**config.mk**
```make
export PLATFORM = sky130hd
export DESIGN_NAME = spi_rx_flat
export DESIGN_NICKNAME = d
export VERILOG_FILES = /design/src/rtl/spi_pkg.sv /design/src/rtl/spi_rx_if.sv /design/src/rtl/spi_rx_fifo.sv /design/src/rtl/spi_rx.sv /design/src/flat_wrapper.sv
export SDC_FILE = /design/constraint.sdc
export NUM_CORES = 1
export LEC_CHECK = 0
export ABC_AREA = 1
export CAP_MARGIN = 20
export CORE_MARGIN = 5
export CORE_UTILIZATION = 49
export DETAILED_ROUTE_END_ITERATION = 12
export GPL_TIMING_DRIVEN = 0
export PLACE_DENSITY = 0.89
export RECOVER_POWER = 25
export REMOVE_ABC_BUFFERS = 1
export SLEW_MARGIN = 0
export SYNTH_ARGS = -nofsm -noshare
export SYNTH_HDL_FRONTEND = slang
export SYNTH_SLANG_ARGS = --single-unit
```
**constraint.sdc**
```tcl
create_clock -name clk_125mhz -period 1.65 [get_ports clk_125mhz]
set_input_delay 0.33 -clock clk_125mhz [delete_from_list [all_inputs] [get_ports clk_125mhz]]
set_output_delay 0.33 -clock clk_125mhz [all_outputs]
set_load 0.01 [all_outputs]
```
**src/rtl/spi_pkg.sv**
```systemverilog
// spi_pkg: shared constants, FSM encoding and read-word packing for the SPI
// 8-bit input receiver (spi_rx). Optional FIFO build macro: SPI_RX_FIFO_EN.
package spi_pkg;

  localparam int SPI_FRAME_BITS = 8;

  // Bit positions inside the memory-mapped read word
  localparam int RD_DC    = 8;
  localparam int RD_VALID = 9;
  localparam int RD_FERR  = 10;
  localparam int RD_OVF   = 11;

  // CPU address the integrator decodes to produce rd
  localparam logic [31:0] SPI_RX_ADDR = 32'h0000_ff1c;

  typedef enum logic [0:0] {
    SPI_RX_IDLE = 1'b0,
    SPI_RX_RECV = 1'b1
  } spi_rx_state_e;

  // Build {20'h0, ovf, ferr, valid, dc, data}; payload reads zero when nothing is buffered.
  function automatic logic [31:0] spi_rx_word(input logic       ovf,
                                              input logic       ferr,
                                              input logic       valid,
                                              input logic [8:0] entry);
    logic [31:0] w;
    w           = 32'h0000_0000;
    w[RD_OVF]   = ovf;
    w[RD_FERR]  = ferr;
    w[RD_VALID] = valid;
    w[RD_DC:0]  = valid ? entry : 9'h000;
    return w;
  endfunction

endpackage

```
**src/rtl/spi_rx_if.sv**
```systemverilog
// spi_rx_if: board-side SPI pins plus the CPU read strobe / read word / irq.
// The receiver uses the slave modport, the driving side the master modport.
interface spi_rx_if;
  logic        cs_in;
  logic        sck_in;
  logic        sdi_in;
  logic        dc_in;
  logic        rd;
  logic [31:0] rdata;
  logic        irq;

  modport slave  (input cs_in, sck_in, sdi_in, dc_in, rd, output rdata, irq);
  modport master (output cs_in, sck_in, sdi_in, dc_in, rd, input rdata, irq);
endinterface

```
**src/rtl/spi_rx_fifo.sv**
```systemverilog
// spi_rx_fifo: DEPTH-entry circular buffer of 9-bit {dc, data} frames.
// Only present in the SPI_RX_FIFO_EN build. Pointers carry one extra wrap
// bit so full and empty are told apart. A push while full is accepted when
// a pop happens in the same cycle.
`ifdef SPI_RX_FIFO_EN
module spi_rx_fifo #(
  parameter int DEPTH = 8
) (
  input  logic       clk_125mhz,
  input  logic       reset,
  input  logic       push,
  input  logic       pop,
  input  logic [8:0] din,
  output logic [8:0] dout,
  output logic       empty,
  output logic       full
);

  localparam int AW = $clog2(DEPTH);

  logic [AW:0] r_wptr;
  logic [AW:0] r_rptr;
  logic [8:0]  r_mem [DEPTH];
  logic        w_wr;
  logic        w_rd;

  assign empty = (r_wptr == r_rptr);
  assign full  = (r_wptr[AW] != r_rptr[AW]) && (r_wptr[AW-1:0] == r_rptr[AW-1:0]);
  assign w_rd  = pop & ~empty;
  assign w_wr  = push & (~full | w_rd);
  assign dout  = r_mem[r_rptr[AW-1:0]];

  // Advance read/write pointers on accepted pops and pushes.
  always_ff @(posedge clk_125mhz or posedge reset) begin
    if (reset) begin
      r_wptr <= {(AW+1){1'b0}};
      r_rptr <= {(AW+1){1'b0}};
    end else begin
      if (w_wr) r_wptr <= r_wptr + {{AW{1'b0}}, 1'b1};
      if (w_rd) r_rptr <= r_rptr + {{AW{1'b0}}, 1'b1};
    end
  end

  // Frame storage, cleared on reset so the head never shows stale data.
  always_ff @(posedge clk_125mhz or posedge reset) begin
    if (reset) begin
      for (int i = 0; i < DEPTH; i++) r_mem[i] <= 9'h000;
    end else if (w_wr) begin
      r_mem[r_wptr[AW-1:0]] <= din;
    end
  end

endmodule
`endif

```
**src/rtl/spi_rx.sv**
```systemverilog
// spi_rx: SPI slave receiver. Synchronises the asynchronous cs/sck/sdi/dc
// pins, deserialises MSB-first 8-bit frames tagged with D/C, and buffers them
// for the CPU (read word at 32'hff1c, irq = data available).
// Build option SPI_RX_FIFO_EN: DEPTH-entry FIFO; otherwise one holding register.
module spi_rx
  import spi_pkg::*;
#(
  parameter int DEPTH = 8
) (
  input logic     clk_125mhz,
  input logic     reset,
  spi_rx_if.slave bus
);

  // DEPTH only matters for the FIFO build; the legal range is 2..16, power of two.
  if ((DEPTH < 2) || (DEPTH > 16)) begin : g_depth_out_of_range
  end

  logic r_cs_s1, r_cs_s2, r_cs_s3;
  logic r_sck_s1, r_sck_s2, r_sck_s3;
  logic r_sdi_s1, r_sdi_s2;
  logic r_dc_s1, r_dc_s2;

  spi_rx_state_e             r_state;
  logic [3:0]                r_bitcnt;
  logic [SPI_FRAME_BITS-1:0] r_shreg;
  logic                      r_dc_lat;
  logic                      r_ferr;
  logic                      r_ovf;

  logic       w_sck_rise;
  logic       w_cs_rise;
  logic       w_push;
  logic [8:0] w_frame;
  logic       w_pop;
  logic       w_empty;
  logic       w_full;
  logic       w_valid;
  logic [8:0] w_head;

  // Two-flop synchronisers on every pin, third stage on cs/sck for edge detection.
  always_ff @(posedge clk_125mhz or posedge reset) begin
    if (reset) begin
      r_cs_s1  <= 1'b1; r_cs_s2  <= 1'b1; r_cs_s3  <= 1'b1;
      r_sck_s1 <= 1'b1; r_sck_s2 <= 1'b1; r_sck_s3 <= 1'b1;
      r_sdi_s1 <= 1'b0; r_sdi_s2 <= 1'b0;
      r_dc_s1  <= 1'b0; r_dc_s2  <= 1'b0;
    end else begin
      r_cs_s1  <= bus.cs_in;  r_cs_s2  <= r_cs_s1;  r_cs_s3  <= r_cs_s2;
      r_sck_s1 <= bus.sck_in; r_sck_s2 <= r_sck_s1; r_sck_s3 <= r_sck_s2;
      r_sdi_s1 <= bus.sdi_in; r_sdi_s2 <= r_sdi_s1;
      r_dc_s1  <= bus.dc_in;  r_dc_s2  <= r_dc_s1;
    end
  end

  assign w_sck_rise = r_sck_s2 & ~r_sck_s3;
  assign w_cs_rise  = r_cs_s2 & ~r_cs_s3;

  // A frame is complete when cs rises after exactly eight sck rising edges.
  assign w_push  = (r_state == SPI_RX_RECV) & w_cs_rise & (r_bitcnt == 4'd8);
  assign w_frame = {r_dc_lat, r_shreg};

  // Receive FSM: shift bits on sck rises, close the frame on cs rise, flag short/long frames.
  always_ff @(posedge clk_125mhz or posedge reset) begin
    if (reset) begin
      r_state  <= SPI_RX_IDLE;
      r_bitcnt <= 4'd0;
      r_shreg  <= {SPI_FRAME_BITS{1'b0}};
      r_dc_lat <= 1'b0;
      r_ferr   <= 1'b0;
    end else begin
      // A read clears the sticky error; a new error in the same cycle takes precedence below.
      if (bus.rd) r_ferr <= 1'b0;
      case (r_state)
        SPI_RX_IDLE: begin
          if (!r_cs_s2) begin
            r_bitcnt <= 4'd0;
            r_shreg  <= {SPI_FRAME_BITS{1'b0}};
            r_dc_lat <= 1'b0;
            r_state  <= SPI_RX_RECV;
          end
        end
        SPI_RX_RECV: begin
          if (w_cs_rise) begin
            r_state <= SPI_RX_IDLE;
            if (r_bitcnt != 4'd8) r_ferr <= 1'b1;
          end else if (w_sck_rise) begin
            r_shreg <= {r_shreg[SPI_FRAME_BITS-2:0], r_sdi_s2};
            if (r_bitcnt == 4'd0) r_dc_lat <= r_dc_s2;
            if (r_bitcnt != 4'd9) r_bitcnt <= r_bitcnt + 4'd1;
          end
        end
        default: r_state <= SPI_RX_IDLE;
      endcase
    end
  end

  assign w_valid = ~w_empty;
  assign w_pop   = bus.rd & w_valid;

`ifdef SPI_RX_FIFO_EN
  spi_rx_fifo #(.DEPTH(DEPTH)) u_fifo (
    .clk_125mhz (clk_125mhz),
    .reset      (reset),
    .push       (w_push),
    .pop        (w_pop),
    .din        (w_frame),
    .dout       (w_head),
    .empty      (w_empty),
    .full       (w_full)
  );
`else
  logic [8:0] r_hold;
  logic       r_hold_vld;

  assign w_head  = r_hold;
  assign w_empty = ~r_hold_vld;
  assign w_full  = r_hold_vld;

  // Single-entry holding register; a same-cycle read frees it for the incoming frame.
  always_ff @(posedge clk_125mhz or posedge reset) begin
    if (reset) begin
      r_hold     <= 9'h000;
      r_hold_vld <= 1'b0;
    end else if (w_push & (~r_hold_vld | w_pop)) begin
      r_hold     <= w_frame;
      r_hold_vld <= 1'b1;
    end else if (w_pop) begin
      r_hold_vld <= 1'b0;
    end
  end
`endif

  // Sticky overflow: a frame arrived with no room and no simultaneous read; a read clears it.
  always_ff @(posedge clk_125mhz or posedge reset) begin
    if (reset) begin
      r_ovf <= 1'b0;
    end else if (w_push & w_full & ~w_pop) begin
      r_ovf <= 1'b1;
    end else if (bus.rd) begin
      r_ovf <= 1'b0;
    end
  end

  assign bus.rdata = spi_rx_word(r_ovf, r_ferr, w_valid, w_head);
  assign bus.irq   = w_valid;

endmodule

```
**src/flat_wrapper.sv**
```systemverilog
// flat-port wrapper written by rule: the top's interface ports become plain ports
module spi_rx_flat import spi_pkg::*;
#(
  parameter int DEPTH = 8
)
  (clk_125mhz, reset, bus_cs_in, bus_sck_in, bus_sdi_in, bus_dc_in, bus_rd, bus_rdata, bus_irq);
  spi_rx_if bus_i ();
  input logic clk_125mhz;
  input logic reset;
  input wire logic [$bits(bus_i.cs_in)-1:0] bus_cs_in;
  input wire logic [$bits(bus_i.sck_in)-1:0] bus_sck_in;
  input wire logic [$bits(bus_i.sdi_in)-1:0] bus_sdi_in;
  input wire logic [$bits(bus_i.dc_in)-1:0] bus_dc_in;
  input wire logic [$bits(bus_i.rd)-1:0] bus_rd;
  output wire logic [$bits(bus_i.rdata)-1:0] bus_rdata;
  output wire logic [$bits(bus_i.irq)-1:0] bus_irq;
  assign bus_i.cs_in = bus_cs_in;
  assign bus_i.sck_in = bus_sck_in;
  assign bus_i.sdi_in = bus_sdi_in;
  assign bus_i.dc_in = bus_dc_in;
  assign bus_i.rd = bus_rd;
  assign bus_rdata = bus_i.rdata;
  assign bus_irq = bus_i.irq;
  spi_rx #(.DEPTH(DEPTH)) u_core (.clk_125mhz(clk_125mhz), .reset(reset), .bus(bus_i));
endmodule
```
After elaboration in Yosys (flattened, before gate mapping)
Index checks and enable logic that the tools add are counted.
- add/sub/neg operators: 1
- multiply operators: 0
- div/mod/pow operators: 0
- $lt $le $gt $ge: 0
- equality and inequality tests: 8
- shift-type cells: 0
- multiplexer cells: 26
- bitwise gates (word level): 14
- reduce and logical (&&, ||, !) cells: 6
- operators with widths (operator ; count):
    8-bit 2-to-1 mux ; 3
    4-bit 2-to-1 mux ; 4
    8-bit one-hot mux with 2 select lines ; 1
    1-bit 2-to-1 mux ; 14
    2-bit != test (second input constant) ; 5
    9-bit 2-to-1 mux ; 1
    1-bit AND ; 8
    4-bit != test (second input constant) ; 2
    4-bit one-hot mux with 2 select lines ; 1
    4-bit AND reduction ; 2
    1-bit inverter ; 5
    4-bit by 1-bit adder with 4-bit output (second input constant) ; 1
    4-bit equality test (second input constant) ; 1
    4-bit zero test ; 1
    1-bit one-hot mux with 2 select lines ; 2
    2-bit nonzero test ; 2
    3-bit AND reduction ; 1
    1-bit OR ; 1
- flip-flop bits (word level): 36
- latch bits: 0
- bits in writable memories: 0
- ROM bits: 0
- bits of input ports: 7
- output and inout port bits: 33
- word-level logic and storage cells: 73
- memories: 0

Depth between registers and ports, before layout
Gate-level depths: netlist of run 1.
- word-level depth: 7
- depth in mapped cells: 8
- gate-level depth less buffers: 8

Worst setup path after synthesis of run 1
OpenSTA, ideal clock, no wires.
- path kind: register -> register
- start point: reg u_core.r_bitcnt[0]
- end point: reg u_core.r_ovf
- library setup time: 0.073 ns
- arrival: 1.141 ns
- required time: 1.577 ns
- path slack: 0.436 ns
- stages on the path, launching flop included: 8
- path buffers: 1
- clock period less this slack: 1.214 ns
- cell sequence: dfrtp_1 -> inv_1 -> ha_1 -> nand3_2 -> nor2_4 -> buf_6 -> nand2_2 -> a21oi_2
- cells in the longest elaborated chain, start to end: 5
- elaborated cells on any way between the ends: 6
- classes of those cells: eq/ne: 1; mux: 1; bitwise: 3; reduce/logical: 1
- RTL lines (element ; line ; RTL):
    start, declared ; spi_rx.sv:25 ; logic [3:0] r_bitcnt;
    start signal, assigned ; spi_rx.sv:90 ; if (r_bitcnt != 4'd9) r_bitcnt <= r_bitcnt + 4'd1;
    4-bit equality test * ; spi_rx.sv:60 ; assign w_push = (r_state == SPI_RX_RECV) & w_cs_rise & (r_bitcnt == 4'd8);
    1-bit AND * ; spi_rx.sv:60 ;
    1-bit AND * (2 in series) ; spi_rx.sv:138 ; end else if (w_push & w_full & ~w_pop) begin
    1-bit 2-to-1 mux or 2-bit nonzero test (tied branches) ; -- ;
    end signal, assigned ; spi_rx.sv:137 ; r_ovf <= 1'b0;
    end signal, assigned ; spi_rx.sv:139 ; r_ovf <= 1'b1;
    end signal, assigned ; spi_rx.sv:141 ; r_ovf <= 1'b0;
    end, declared ; spi_rx.sv:29 ; logic r_ovf;
Mark *: on every way between the ends. The rest lies on a longest branch, timed or not.
A chain may end at the register's enable or synchronous reset.

Final worst setup path of run 1
- start point: reg u_core.r_hold_vld (netlist: u_core.bus.irq)
- end point: out bus_rdata[1]
- cells in the longest elaborated chain, start to end: 1
- RTL lines (element ; line ; RTL):
    start, declared ; spi_rx.sv:114 ; logic r_hold_vld;
    start signal, assigned ; spi_rx.sv:124 ; r_hold_vld <= 1'b0;
    start signal, assigned ; spi_rx.sv:127 ; r_hold_vld <= 1'b1;
    start signal, assigned ; spi_rx.sv:129 ; r_hold_vld <= 1'b0;
    9-bit 2-to-1 mux ; spi_pkg.sv:31 ; w[RD_DC:0] = valid ? entry : 9'h000;
    end, declared ; flat_wrapper.sv:15 ; output wire logic [$bits(bus_i.rdata)-1:0] bus_rdata;
Every way passes these cells.

==> results of run 1 <==
[through the flow]
step           utilization (%)  power [W]  setup slack [ps]  cells  hold slack (ps)
4_1_cts                   58.4    0.00199              20.4    262              360
2_1_floorplan                -    0.00129               319    184              331
3_5_place_dp              55.5    0.00138              19.4    250              336
3_3_place_gp              54.7    0.00135              -221    249              331
5_1_grt                   59.2    0.00210             -1.05    264              370
6_report                  59.2    0.00196              72.0    264              356
[layout by cell type, fill, tap and decap left out, types with 2 or more instances in the layout]
cell type | synthesis | routed
nand2_4 | 2 | 2
clkdlybuf4s15_1 | 0 | 7
o21ai_2 | 7 | 7
o21ai_1 | 2 | 2
ha_1 | 3 | 3
clkbuf_4 | 0 | 5
nor2_1 | 2 | 2
conb_1 | 1 | 20
dfstp_2 | 6 | 5
dlygate4sd3_1 | 0 | 5
dlygate4sd2_1 | 0 | 4
dfrtp_2 | 0 | 2
nand2_1 | 63 | 63
buf_4 | 23 | 5
inv_2 | 2 | 2
inv_1 | 20 | 20
clkdlybuf4s50_1 | 0 | 3
dfrtp_1 | 30 | 28
nand2_2 | 3 | 3
o21ai_0 | 3 | 3
nand3_1 | 13 | 13
nand3_2 | 2 | 2
[layout make-up]
type | count | area (sq um)
inverters | 22 | 82.6
multi-input cells | 126 | 629
repair buffers | 26 | 262
well taps | 46 | 57.6
clock inverters | 3 | 42.5
fillers | 303 | 1390
clock buffers | 5 | 37.5
flip-flops and latches | 36 | 911
[layer usage]
metal  share of wire, %  GRT usage [%]  vias to the layer above
met5                  0              0                        -
met4                1.5           4.47                        0
met3                8.3           3.44                        4
met2                 47           18.2                       45
met1                 43           12.5                      513
li1                   -              -                      596
[registers in the layout, indices dropped and copies added, names as in the netlist]
register	count
u_core.r_cs_s1	1
u_core.r_shreg	8
u_core.r_hold	9
u_core.r_dc_lat	1
u_core.r_sck_s3	1
u_core.r_state	1
u_core.r_sck_s1	1
u_core.r_dc_s1	1
u_core.r_sck_s2	1
u_core.r_bitcnt	4
u_core.r_cs_s2	1
u_core.r_sdi_s1	1
u_core.r_ovf	1
u_core.r_cs_s3	1
u_core.bus.irq	1
u_core.r_sdi_s2	1
u_core.r_dc_s2	1
u_core.r_ferr	1
[cell families (layout without fill, tap and decap cells)]
group,count (synthesis),count (layout),share of synthesized area [%]
AND/OR/NAND/NOR,89,89,23.4
flip-flops,36,36,51.4
adder cells (fa/ha/maj),3,3,2.12
buffers and inverters,51,56,17.1
other,1,20,0.212
AO/OA/AOI/OAI,13,13,5.38
XOR/XNOR,1,1,0.495
[final timing paths]
check / start / endpoint / slack, ps
min in group asynchronous: reset / u_core.r_bitcnt[2] / 500
setup reg to reg: u_core.bus.irq / u_core.r_hold[1] / 220
setup / recovery: u_core.bus.irq / bus_rdata[1] / 70
hold / removal: u_core.r_sdi_s1 / u_core.r_sdi_s2 / 360
hold reg to reg: u_core.r_sdi_s1 / u_core.r_sdi_s2 / 360
max in group asynchronous: reset / u_core.bus.irq / 620
[critical path: stages, from the launching register on]
cell,delay [ps]
dfrtp_2,440
buf_4,130
nand2_1,40
inv_1,30
dlygate4sd2_1,270
[power by group]
| group | total [W] | switching, W | internal [W] |
|---|---|---|---|
| Sequential | 0.00107 | 0.0000945 | 0.000972 |
| Combinational | 0.000292 | 0.000174 | 0.000119 |
| Clock | 0.000606 | 0.000290 | 0.000316 |
| Total | 0.00196 | 0.000558 | 0.00141 |
[what timing repair did]
item	4_1_cts	5_1_grt
gates cloned	0	0
pin swaps	0	1
resized for setup	13	9
setup endpoints to repair	11	19
setup buffers	4	2
==> metrics, run 1 <==
vias around 1200; register area share after synthesis approximately half; residual DRC count 0; largest driver fanout on the critical path 3; Worst-path clk slew ~110 ps; largest area contributor in the netlist dfrtp_1; Num Clock Sinks 36; PortBufs 19; post-synthesis register bit count 36; Via-to-Cell Ratio 4.39; synthesized instance count 194; layout cells sized above 1 18.8%; Setup TNS 0 ps; die area 4910 sq um; final worst-path cycle share a little over nine tenths; most instantiated library cell after synthesis nand2_1; Critical Path AT 1250 ps; worst-margin pin slew roughly 640 ps; hold buffers post-CTS 0; Critical Path Source Type flip-flop; RSZ-0062 raised after global routing true; pwr/cell area ~1000 nW/um^2; WL/cell 9.67 um; EDFF count, synth 0; Die Ht 70.1 um; clock latency on the worst-skew pair 330 ps; Setup-failing EPs final 0; final clock skew 8.59 ps; antenna violations before repair 0; core area 3420 sq um; Syn. warnings 0; status completed; top_reg_cell synth dfrtp_1; routability cong. 0.734; Synth top cells by count nand2_1, dfrtp_1, buf_4, inv_1, nand3_1; starting density of the core approximately 52%; Post-synth ARST share 100%; largest cells by area after synthesis dfrtp_1, nand2_1, buf_4; Syn Area/Cell between 9 and 10 sq um; hpwl dp about 1900 um; ANT nets after route 0; vias in the first global route around 980; HP Class flip-flop to flip-flop; final wirelength about 2600 um; CTS tree built; share of the synthesized area in the top cell type between 40% and 50%; Ports 40; WS Path Type flip-flop to primary output; Nets 227; Slew HR a little under three fifths; Die W ~70 um; total grt overflow 0; critical path endpoint category primary output; Cell variety after synth 25; CTS buffer count 5; fmax about 0.63 GHz; CP required about 1300 ps; H-tree lvl count 2; first-pass GRT wire length between 4000 and 5000 um; largest net degree at the start of global routing 23; Hold Path Cell Cnt 0; P_leak around 1.1 nW; Root Buffer clkbuf_4; r2r worst-path depth 6; placed instance area 1900 sq um; Max clock buf depth 2; Rows 21; MaxCap Viol Count 0; drt initial violations 71; clock period minus worst slack around 1600 ps; Total GRT Usage a little over a tenth; Finished Cell Area approximately 2000 sq um; final slew viol count 0; final hold violation count 0; maximum VDD drop between 0.0006 and 0.0007 V; post-synth design cell area around 1800 sq um; Antenna Cells 0; Area Growth Syn to Fin 14.4%; drt first pass iters 4
Note: power is estimated with default switching activity, not from simulation.
==> inputs of run 2 (changes only) <==
CORE_UTILIZATION = 50   (was 49)
DONT_BUFFER_PORTS = 1   (was not set)
PLACE_DENSITY = 0.76   (was 0.89)
==> run 2 against run 1 <==
Net effect: the run now ends with negative hold slack left; via count decreased by 1.4%; final area decreased by 8.5%; die area decreased by 1.7%; largest cell class unchanged; clock power about the same; highest routed layer unchanged; non-clock buffer count decreased by 18; critical path depth increased by 3; flip-flop and latch count unchanged; core utilization decreased by 4.6 points; register-to-register slack got worse by 30 ps; combinational power decreased by 3%; sequential share of layout area increased by 4.2 points; power decreased by 0.53%.
==> metrics, run 2 (synthesized netlist as in run 1, its figures left out) <==
Worst-path clk slew approximately 110 ps; PortBufs 0; P_leak ~1.0 nW; placed instance area ~1700 sq um; Area Growth Syn to Fin 4.67%; antenna violations before repair 0; Nets between 200 and 250; Max clock buf depth 2; violated checks negative hold slack; Crit path top cell by count nand2_1; Via-to-Cell Ratio between 4 and 5; Setup WS post-layout 186 ps; most common cell after layout, fill and taps aside nand2_1; Setup TNS 0 ps; critical path endpoint category flip-flop; largest registers u_core.r_hold x9, u_core.r_shreg x8, u_core.r_bitcnt x4; Root Buffer clkbuf_4; routability cong. roughly 0.75; r2r endpoint u_core.r_hold[3]; clock latency on the worst-skew pair ~330 ps; HP Class input port to asynchronous set/reset pin; hpwl dp between 1500 and 2000 um; final wirelength ~2600 um; largest net degree at the start of global routing 20; Num Clock Sinks 36; Die Ht 69.5 um; drt first pass iters 4; MaxCap Viol Count 0; core area roughly 3400 sq um; RSZ-0062 raised after global routing false; layout cells sized above 1 between 10% and 20%; CTS tree built; largest incremental delay on the critical path about 450 ps; FF-to-FF setup slack ~190 ps; slowest cell on the critical path dfrtp_1; Slew HR 50.6%; drt initial violations a little over 60; worst-margin pin slew ~740 ps; total grt overflow 0; Antenna Cells 0; crit path from u_core.r_bitcnt[0]; r2r worst-path depth 7; max FFs per register 9; Die W between 60 and 70 um; CP required ~1900 ps; hold_ws -2.66 ps; pwr/cell area approximately 1100 nW/um^2; maximum VDD drop approximately 0.00086 V; Critical Path Source Type flip-flop; cell family with most CP delay simple AND/OR/NAND/NOR gates; Finished Cell Area between 1500 and 2000 sq um; critical path, cell by cell inv_1, ha_1, nand3_2, nor2_4, nand2_2, nand2_1, nand2_1; Setup-failing EPs final 0; final slew viol count 0; Critical Path AT around 1700 ps; fmax ~0.7 GHz; Total GRT Usage 11.5%; Worst R2R Start u_core.r_bitcnt[0]; largest driver fanout on the critical path 10; Rows 21; starting density of the core approximately 52%; clock period minus worst slack around 1500 ps; WP buf/inv 1; WS Path Type flip-flop to flip-flop; Final Util 54.6%; Ports 40; final hold violation count 2; H-tree lvl count 2; WL/cell about 11 um; setup slack after placement roughly 7.5 ps; CTS buffer count 5; vias approximately 1100; Largest Register u_core.r_hold; final worst-path cycle share about nine tenths; most frequent cells in the layout nand2_1, dfrtp_1, inv_1, conb_1, nand3_1; final clock skew about 13 ps; residual DRC count 0; die area approximately 4800 sq um; FILL cells 304; ANT nets after route 0; first-pass GRT wire length about 4500 um; vias in the first global route 966; status finished, violations left
-- run 2: worst max path at each step --
stage                            end  slack [ps]  cells past startpoint
finish              u_core.r_hold[3]         190                      7
global route        u_core.r_hold[3]          80                      7
CTS                     bus_rdata[4]          60                      2
detailed placement  u_core.r_hold[3]           7                      5
global placement    u_core.r_hold[8]           9                      5
floorplan           u_core.r_hold[0]         320                      5
-- run 2: repair_timing --
| action | in CTS | in global routing |
|---|---|---|
| pin swaps | 0 | 1 |
| resized for setup | 1 | 1 |
| setup buffers | 0 | 3 |
| endpoints found under the hold margin | 4 | 0 |
| hold buffers | 4 | 0 |
| setup endpoints to repair | 1 | 18 |
-- run 2: through the flow --
step / power [W] / std cells / hold slack [ps]
6_report: 0.00195 / 246 / -2.66
5_1_grt: 0.00208 / 246 / 14.5
2_1_floorplan: 0.00129 / 184 / 331
4_1_cts: 0.00198 / 243 / 18.3
3_5_place_dp: 0.00135 / 231 / 335
3_3_place_gp: 0.00134 / 230 / 332
-- run 2: report_power, final --
part           switching (W)  leakage [nW]  total, W  internal [W]
Clock               0.000289        0.0412  0.000605      0.000316
Combinational       0.000173         0.508  0.000282      0.000108
Sequential         0.0000948         0.459   0.00107      0.000973
Total               0.000557          1.01   0.00195       0.00140
-- run 2: area by class of cell --
class | instances | area [sq um] | share of cell area (%)
sequential | 36 | 911 | 49.2
multi-input combinational | 126 | 629 | 34.0
timing repair buffer | 8 | 90.1 | 4.87
inverter | 22 | 82.6 | 4.46
tap | 46 | 57.6 | 3.11
clock inverter | 3 | 42.5 | 2.30
clock buffer | 5 | 37.5 | 2.03
-- run 2: metal layers --
metal / vias up / part of all wire (%) / global-route usage (%)
met5: - / 0 / 0
met4: 0 / 0.96 / 3.25
met3: 4 / 9.2 / 5.22
met2: 42 / 45 / 17.5
met1: 537 / 44 / 14.6
li1: 559 / - / -
==> inputs of run 3 (changes only) <==
CORE_UTILIZATION = 55   (was 50)
PLACE_DENSITY = 0.81   (was 0.76)
SKIP_CTS_REPAIR_TIMING = 1   (was not set)
==> run 3 against run 2 <==
Net effect: critical path type unchanged; clock power decreased by 2%; final area decreased by 0.61%; the run now ends clean; largest cell class unchanged; combinational power about the same; setup slack improved by 19 ps; count of clock-buffer cells in the layout increased by 1; highest routed layer unchanged; global-route usage increased by 0.72 points; critical path depth unchanged; first-iteration DRC count decreased by 34%; die area decreased by 7.8%.
==> metrics, run 3 (synthesized netlist as in run 1, its figures left out) <==
status completed; Critical Path Source Type flip-flop; internal power between 0.001 and 0.0015 W; clock period minus worst slack 1440 ps; WS Path Type flip-flop to flip-flop; Worst R2R Start u_core.r_bitcnt[0]; RSZ-0062 raised after global routing false; residual DRC count 0; Setup-failing EPs final 0; MaxCap Viol Count 0; first-pass GRT wire length roughly 4000 um; hold_ws 39.5 ps; switching part of the total 27.9%; clock latency on the worst-skew pair approximately 330 ps; final slew viol count 0; Critical Path AT ~1700 ps; starting density of the core around 57%; CTS buffer count 5; Rows 20; most common cell after layout, fill and taps aside nand2_1; Gate power share 14.4%; setup slack after placement about 30 ps; largest net degree at the start of global routing 26; ANT nets after route 0; maximum VDD drop 0.000649 V; min-delay src bus_rd; Antenna Cells 0; critical path endpoint category flip-flop; vias in the first global route just over 900; layout cells sized above 1 17.0%; PortBufs 0; Root Buffer clkbuf_4; largest registers u_core.r_hold x9, u_core.r_shreg x8, u_core.r_bitcnt x4; r2r endpoint u_core.r_hold[1]; routability cong. approximately 0.74; drt first pass iters 4; Hold Path Cell Cnt 1; P_sw 0.000541 W; Via-to-Cell Ratio ~4.4; HP Class input port to flip-flop; hpwl dp between 1500 and 2000 um; core area around 3100 sq um; CP required approximately 1900 ps; P_leak about 1.0 nW; final hold violation count 0; total grt overflow 0; Die Ht about 67 um; WL/cell ~10 um; Area Growth Syn to Fin 4.03%; crit path from u_core.r_bitcnt[0]; H-tree lvl count 2; Max clock buf depth 2; largest driver fanout on the critical path 10; die area approximately 4400 sq um; drt initial violations 40; Die W between 60 and 70 um; Clock Power Share 30.5%; antenna violations before repair 0; Worst-path clk slew roughly 100 ps; Endpoint, Worst Hold u_core.r_ovf; CTS tree built; Setup TNS 0 ps; FF-to-FF setup slack between 200 and 250 ps; Total GRT Usage between 10% and 20%; Setup WS post-layout between 200 and 250 ps; max FFs per register 9; final clock skew about 7.8 ps; final wirelength ~2500 um; most frequent cells in the layout nand2_1, dfrtp_1, inv_1, conb_1, nand3_1; vias ~1100; Largest Register u_core.r_hold; worst-margin pin slew between 400 and 500 ps; Ports 40; r2r worst-path depth 7; final worst-path cycle share 87.6%; sequential share of power 55.1%; Slew HR 66.7%; pwr/cell area around 1100 nW/um^2; Num Clock Sinks 36; Nets between 200 and 250; fmax between 0.6 and 0.7 GHz
[run 3: critical path, cell delays in order, from the launching register on]
cell and delay (ps):
dfrtp_1 450, inv_1 100, ha_1 200, nand3_2 120, nor2_4 180, nand2_2 150, nand2_1 100, nand2_1 50
[run 3: power groups by stage]
stage                     Clock [W]  Sequential (W)  Combinational, W
after CTS                  0.000613         0.00107          0.000276
after global routing       0.000657         0.00108          0.000321
after detailed placement          0         0.00108          0.000274
after global placement            0         0.00108          0.000255
final                      0.000592         0.00107          0.000280
after floorplan                   0         0.00106          0.000229
[run 3: area by class of cell]
type	instances	area, sq um
multi-input cells	126	622
inverters	22	82.6
fillers	292	1240
repair buffers	8	92.6
flip-flops and latches	36	911
clock buffers	6	41.3
well taps	44	55.1
clock inverters	2	35.0
[run 3: per-stage QoR]
step / total power [W] / utilization, % / cells / cell area, sq um
finish: 0.00194 / 59.8 / 244 / 1840
detailed placement: 0.00136 / 55.3 / 229 / 1700
floorplan: 0.00129 / - / 184 / 1620
global route: 0.00206 / 59.8 / 244 / 1840
global placement: 0.00134 / 54.4 / 228 / 1680
CTS: 0.00196 / 57.8 / 237 / 1780
[run 3: how the worst max path moves through the flow]
stage	to	cells after the start
final	u_core.r_hold[1]	7
after global routing	u_core.r_hold[8]	7
after CTS	u_core.r_hold[8]	5
after detailed placement	u_core.r_hold[1]	5
after global placement	u_core.r_hold[2]	5
after floorplan	u_core.r_hold[0]	5
[run 3: metal layers]
| layer | wire, um | GRT usage, % | vias up | part of all wire [%] |
|---|---|---|---|---|
| met5 | 0 | 0 | - | 0 |
| met4 | 23 | 3.05 | 0 | 0.93 |
| met3 | 229 | 5.90 | 4 | 9.2 |
| met2 | 1070 | 19.3 | 35 | 43 |
| met1 | 1160 | 14.8 | 475 | 47 |
| li1 | - | - | 557 | - |
